$ cat src/rtl/ecc_mm_final_sub.sv
// Final conditional subtraction after the ECC Montgomery multiplier: res = (p >= n) ? p - n : p.
// The subtraction runs word-serially, RADIX bits per cycle, with a registered borrow.
module ecc_mm_final_sub #(
    parameter int REG_SIZE = 384,
    parameter int RADIX    = 32
) (
    input  logic                clk,
    input  logic                reset,
    input  logic                start_i,
    input  logic [REG_SIZE-1:0] p_i,
    input  logic [REG_SIZE-1:0] n_i,
    output logic [REG_SIZE-1:0] res_o,
    output logic                busy_o,
    output logic                ready_o
);

    localparam int WORDS = REG_SIZE / RADIX;
    localparam int CNT_W = (WORDS > 1) ? $clog2(WORDS) : 1;

    typedef enum logic [1:0] {
        IDLE,
        SUB,
        SEL
    } state_e;

    state_e              state_q, state_d;
    logic [REG_SIZE-1:0] p_q, p_d;
    logic [REG_SIZE-1:0] n_q, n_d;
    logic [REG_SIZE-1:0] d_q, d_d;
    logic [REG_SIZE-1:0] res_q, res_d;
    logic                borrow_q, borrow_d;
    logic [CNT_W-1:0]    wcnt_q, wcnt_d;
    logic                ready_q, ready_d;

    logic [RADIX-1:0]    p_word;
    logic [RADIX-1:0]    n_word;
    logic [RADIX:0]      diff;

    assign p_word = p_q[int'(wcnt_q)*RADIX +: RADIX];
    assign n_word = n_q[int'(wcnt_q)*RADIX +: RADIX];
    // The top bit of the (RADIX+1)-bit difference is the outgoing borrow.
    assign diff   = {1'b0, p_word} - {1'b0, n_word} - {{RADIX{1'b0}}, borrow_q};

    always_comb begin
        // NOTE: every next-state signal gets a default first so no path leaves it unassigned (no latches).
        state_d  = state_q;
        p_d      = p_q;
        n_d      = n_q;
        d_d      = d_q;
        res_d    = res_q;
        borrow_d = borrow_q;
        wcnt_d   = wcnt_q;
        ready_d  = 1'b0;

        case (state_q)
            SUB: begin
                d_d      = {diff[RADIX-1:0], d_q[REG_SIZE-1:RADIX]};
                borrow_d = diff[RADIX];
                wcnt_d   = wcnt_q + CNT_W'(1);
                if (wcnt_q == CNT_W'(WORDS - 1)) begin
                    state_d = SEL;
                end
            end
            SEL: begin
                res_d   = borrow_q ? p_q : d_q;
                ready_d = 1'b1;
                state_d = IDLE;
            end
            default: state_d = IDLE;
        endcase

        // A start in any state (re)captures operands; in SEL the finishing result is still delivered.
        if (start_i) begin
            p_d      = p_i;
            n_d      = n_i;
            borrow_d = 1'b0;
            wcnt_d   = '0;
            state_d  = SUB;
        end
    end

    always_ff @(posedge clk or posedge reset) begin
        if (reset) begin
            // NOTE: operand and shift registers are cleared too, so nothing stale survives an abort.
            state_q  <= IDLE;
            p_q      <= '0;
            n_q      <= '0;
            d_q      <= '0;
            res_q    <= '0;
            borrow_q <= 1'b0;
            wcnt_q   <= '0;
            ready_q  <= 1'b0;
        end else begin
            // NOTE: non-blocking assignments keep every register updating from pre-edge values.
            state_q  <= state_d;
            p_q      <= p_d;
            n_q      <= n_d;
            d_q      <= d_d;
            res_q    <= res_d;
            borrow_q <= borrow_d;
            wcnt_q   <= wcnt_d;
            ready_q  <= ready_d;
        end
    end

    assign res_o   = res_q;
    assign ready_o = ready_q;
    assign busy_o  = (state_q != IDLE);

endmodule

$ cat config.mk
export PLATFORM = sky130hd
export DESIGN_NAME = ecc_mm_final_sub
export DESIGN_NICKNAME = d
export VERILOG_FILES = /design/src/rtl/ecc_mm_final_sub.sv
export SDC_FILE = /design/constraint.sdc
export NUM_CORES = 2
export LEC_CHECK = 0
export ABC_CLOCK_PERIOD_IN_PS = 59900
export CORE_AREA = 3 3 449 451
export CTS_CLUSTER_SIZE = 28
export DETAILED_ROUTE_END_ITERATION = 8
export DIE_AREA = 0 0 452 454
export DONT_BUFFER_PORTS = 1
export GPL_ROUTABILITY_DRIVEN = 0
export PLACE_DENSITY_LB_ADDON = 0.2
export SYNTH_ARGS = -nofsm -noshare
export SYNTH_HDL_FRONTEND = slang
export SYNTH_SLANG_ARGS = --single-unit
$ cat constraint.sdc
create_clock -name clk -period 59.9 [get_ports clk]
set_input_delay 8.985 -clock clk [delete_from_list [all_inputs] [get_ports clk]]
set_output_delay 8.985 -clock clk [all_outputs]
set_load 0.01 [all_outputs]
==> run summary <==
The site row count came out at around 160. The number of port buffers came out at 0. During I/O placement, the number of pins put on the boundary was 1157. The data required time of the worst path came out at 60.71 ns.

The summed instance area of the synthesized netlist came out at between 0.06 and 0.07 mm². The proportion of register bits with asynchronous set or reset after synthesis came out at 1.00. The worst setup path is launched from an input port. The setup slack at placement came out at roughly 47 ns. The first global-routing pass estimated 355000 µm of wire. The category of the critical setup timing path is in -> async. In this run the worst hold path is classified as reg -> reg. The routed length on met3 came out at roughly 18000 µm. The post-CTS resize count is 0. After clock tree synthesis, the setup repair step added 0 buffers. The number of sinks handled by clock tree synthesis came out at ~1500. The fraction of final layout cells with drive strength greater than 1 is 0.227. The number of detailed-routing iterations run before antenna repair is 5. Among all flip-flop cells after synthesis, the most frequent one is sky130_fd_sc_hd__dfrtp_1. Data on the critical path arrives at its endpoint at approximately 13 ns. The number of max-cap violations came out at 1.

The worst ir drop on vdd came out at 0.0383 mV. The number of instances in the synthesized netlist is 5754. The instance area at placement is 0.0709 mm². The H-tree was split into 4 levels. The mean post-synth cell area is 11.9 µm².

The detailed router's first-iteration violation count came out at 3252. The floorplan step defined a core boundary enclosing a little under 0.2 mm². TritonCTS built the clock tree.

The final period demand of the worst path is ~12 ns. The design draws 3270 µW. At the end of the flow, the number of nets in the layout was 6432. The largest net degree at the start of global routing is 778. The average routed wire per standard cell is 30.2 µm.

The clock skew after layout came out at 0.0512 ns. The number of global-route vias before repair is 45183. The wire-length estimate of the detail-placed layout is 189000 µm. The final routed DRC violation total came out at 0. After clock tree synthesis, the clock-pin slew on the worst setup and hold paths is roughly 0.06 ns. The final reports fail on capacitance limit, slew limit. The highest clock rate came out at 0.0820 GHz. The sequential share of the synthesized area is 0.564. The number of hold buffers added after cts is 0. The buffer cell driving the clock tree root is sky130_fd_sc_hd__clkbuf_16. The total number of vias came out at 44557. Setup violations remaining at the end of the flow were counted as 0. The run finished, with violations left. Counting stages on the worst path, the most repeated cell is sky130_fd_sc_hd__buf_4. Setup repair after global routing left no endpoint under its margin. Dividing the final minimum period by the clock period gives 0.204. The total track usage is 0.244.

The area of combinational cells with multiple inputs came out at between 0.02 and 0.03 mm². The highest layer touched by signal routing is met5. The latest clock arrival within the worst-skew pair came out at ~0.83 ns. In the layout the commonest cells are 1539 x sky130_fd_sc_hd__dfrtp_1, 1532 x sky130_fd_sc_hd__nand2_1, 768 x sky130_fd_sc_hd__mux2_2. The final hold violation count was 0. Broken down by cell family, the worst path's largest delay share belongs to buffers and inverters.

The number of antenna violations at the first check in global routing came out at around 220. The cell area after layout is 0.0772 mm². The post-route setup TNS is 0 ns. In this run the remaining antenna-violating nets after routing total 0. Counting every net in the synthesized netlist gives 6588.

The cell with the largest stage delay on the worst path is sky130_fd_sc_hd__buf_4. The die covers between 0.2 and 0.25 mm². The post-synthesis to final-layout area growth came out at 12.7%. The synthesized design contains 1544 register bits. The starting density of the core is 0.346. The maximum net fanout on the critical path is 108. Walking the worst path, the cells encountered are inv_8 -> buf_4 -> buf_4 -> buf_4 -> buf_4. The average vias per placed instance is roughly 5.2. The final worst setup slack came out at 47.70 ns. The total length of routed wires is 257000 µm.

The clock tree buffer depth came out at 3. The global-route congestion overflow total came out at 0. The count of final max-slew check failures was 285. The maximum cell stage delay along the critical path is 0.92 ns. Dividing total power by cell area gives a power density of 42.4 mW/mm².

The chip height is roughly 450 µm. The fill cell total of the finished layout is 19148. The met1 layer wirelength in the final routing is just over 90000 µm. The number of warnings issued by yosys is 0. STA classifies the critical path endpoint as an async pin. The final core area utilization is 0.390. The floorplan step set the die width to 452 µm. Across the whole layout, storage elements account for 0.0387 mm². The worst-margin pin slew came out at 1.61 ns. The count of buffering cells on the critical path with inverters included came out at 5. The count of distinct cell types in the synthesized netlist came out at 61. The remaining max-slew budget at the tightest pin came out at -0.0719. The detailed-routed wire length on met2 came out at 132000 µm. Leaving out fill and tap cells, the most frequent cell in the layout is sky130_fd_sc_hd__dfrtp_1. The number of buffers added by the clock tree synthesis step is 174. The number of enable-type register cells in the synthesized netlist is 0.

The leakage power is 0.0335 µW.
-- path summary, 6_finish.rpt --
kind	slack, ns	to	from	cells past startpoint
setup reg to reg	53.36	d_q[383]$_DFFE_PP0N_	wcnt_q[0]$_DFFE_PP0P_	15
min in group asynchronous	8.14	n_q[207]$_DFFE_PP0P_	reset	1
hold / removal	0.47	d_q[28]$_DFFE_PP0N_	d_q[28]$_DFFE_PP0N_	2
hold reg to reg	0.47	d_q[28]$_DFFE_PP0N_	d_q[28]$_DFFE_PP0N_	2
max in group clk	48.23	n_q[192]$_DFFE_PP0P_	start_i	4
setup / recovery	47.70	res_o[19]$_DFFE_PP0P_	reset	5
-- layer usage --
layer  vias up  GRT usage
li1      19718          -
met1     22597      0.261
met2      1537      0.428
met3       603     0.0783
met4       102      0.134
met5         -          0
-- where the power goes --
group	internal (µW)	switching [µW]	leakage, µW	total (µW)
logic	313	420	0.0117	733
registers	1240	214	0.0189	1450
clock network	631	457	0.00287	1090
total	2180	1090	0.0335	3270
-- tightest hold or removal path, cell delays in order, from the launching register on --
cell,delay [ns]
sky130_fd_sc_hd__dfrtp_1,0.33
sky130_fd_sc_hd__nand2_1,0.05
sky130_fd_sc_hd__nand2_1,0.05
-- kinds of logic (layout without fill, tap and decap cells) --
group | after synthesis | in the layout | synth area share
flip-flops | 1544 | 1544 | 0.564
XOR/XNOR | 18 | 18 | 0.00230
buffers and inverters | 454 | 432 | 0.0250
multiplexers | 1410 | 1410 | 0.255
AO/OA/AOI/OAI | 587 | 587 | 0.0465
adder cells (fa/ha/maj) | 63 | 63 | 0.0117
AND/OR/NAND/NOR | 1678 | 1678 | 0.0948
other | 0 | 121 | 0
-- synth_stat cells (11+ instances only) --
master                     count  share of area
sky130_fd_sc_hd__dfrtp_1    1544           0.56
sky130_fd_sc_hd__inv_1        70         0.0038
sky130_fd_sc_hd__mux2i_1     450          0.066
sky130_fd_sc_hd__ha_1         61          0.011
sky130_fd_sc_hd__nor2_1       62         0.0034
sky130_fd_sc_hd__mux2_2      768           0.13
sky130_fd_sc_hd__clkbuf_1    334          0.018
sky130_fd_sc_hd__nand3_1      20         0.0015
sky130_fd_sc_hd__a21o_1       18         0.0020
sky130_fd_sc_hd__mux4_2      192          0.063
sky130_fd_sc_hd__nor3_1       11        0.00080
sky130_fd_sc_hd__buf_1        48         0.0026
sky130_fd_sc_hd__nand4_1      14         0.0013
sky130_fd_sc_hd__nand2_1    1532          0.084
sky130_fd_sc_hd__o21ai_0     447          0.033
sky130_fd_sc_hd__a21oi_1      62         0.0045
-- state kept, by name, indices dropped and copies added (netlist names) --
signal,flops
borrow_q,1
state_q,2
res_o,384
p_q,384
ready_o,1
d_q,384
wcnt_q,4
n_q,384
-- per-stage QoR --
stage                     instances  hold WS [ns]
final                          8493         0.471
after global routing           8446         0.484
after CTS                      8368         0.475
after detailed placement       8058         0.461
after global placement         8058         0.459
after floorplan                5754         0.445
-- cell type report --
cell class / instances / area share
clock buffers: 258 / 0.0665
clock inverters: 52 / 0.00974
repair buffers: 52 / 0.00788
inverters: 70 / 0.00350
multi-input cells: 3756 / 0.365
diodes: 121 / 0.00392
flip-flops and latches: 1544 / 0.501
well taps: 2640 / 0.0428
Power figures use the tool's default switching activity.
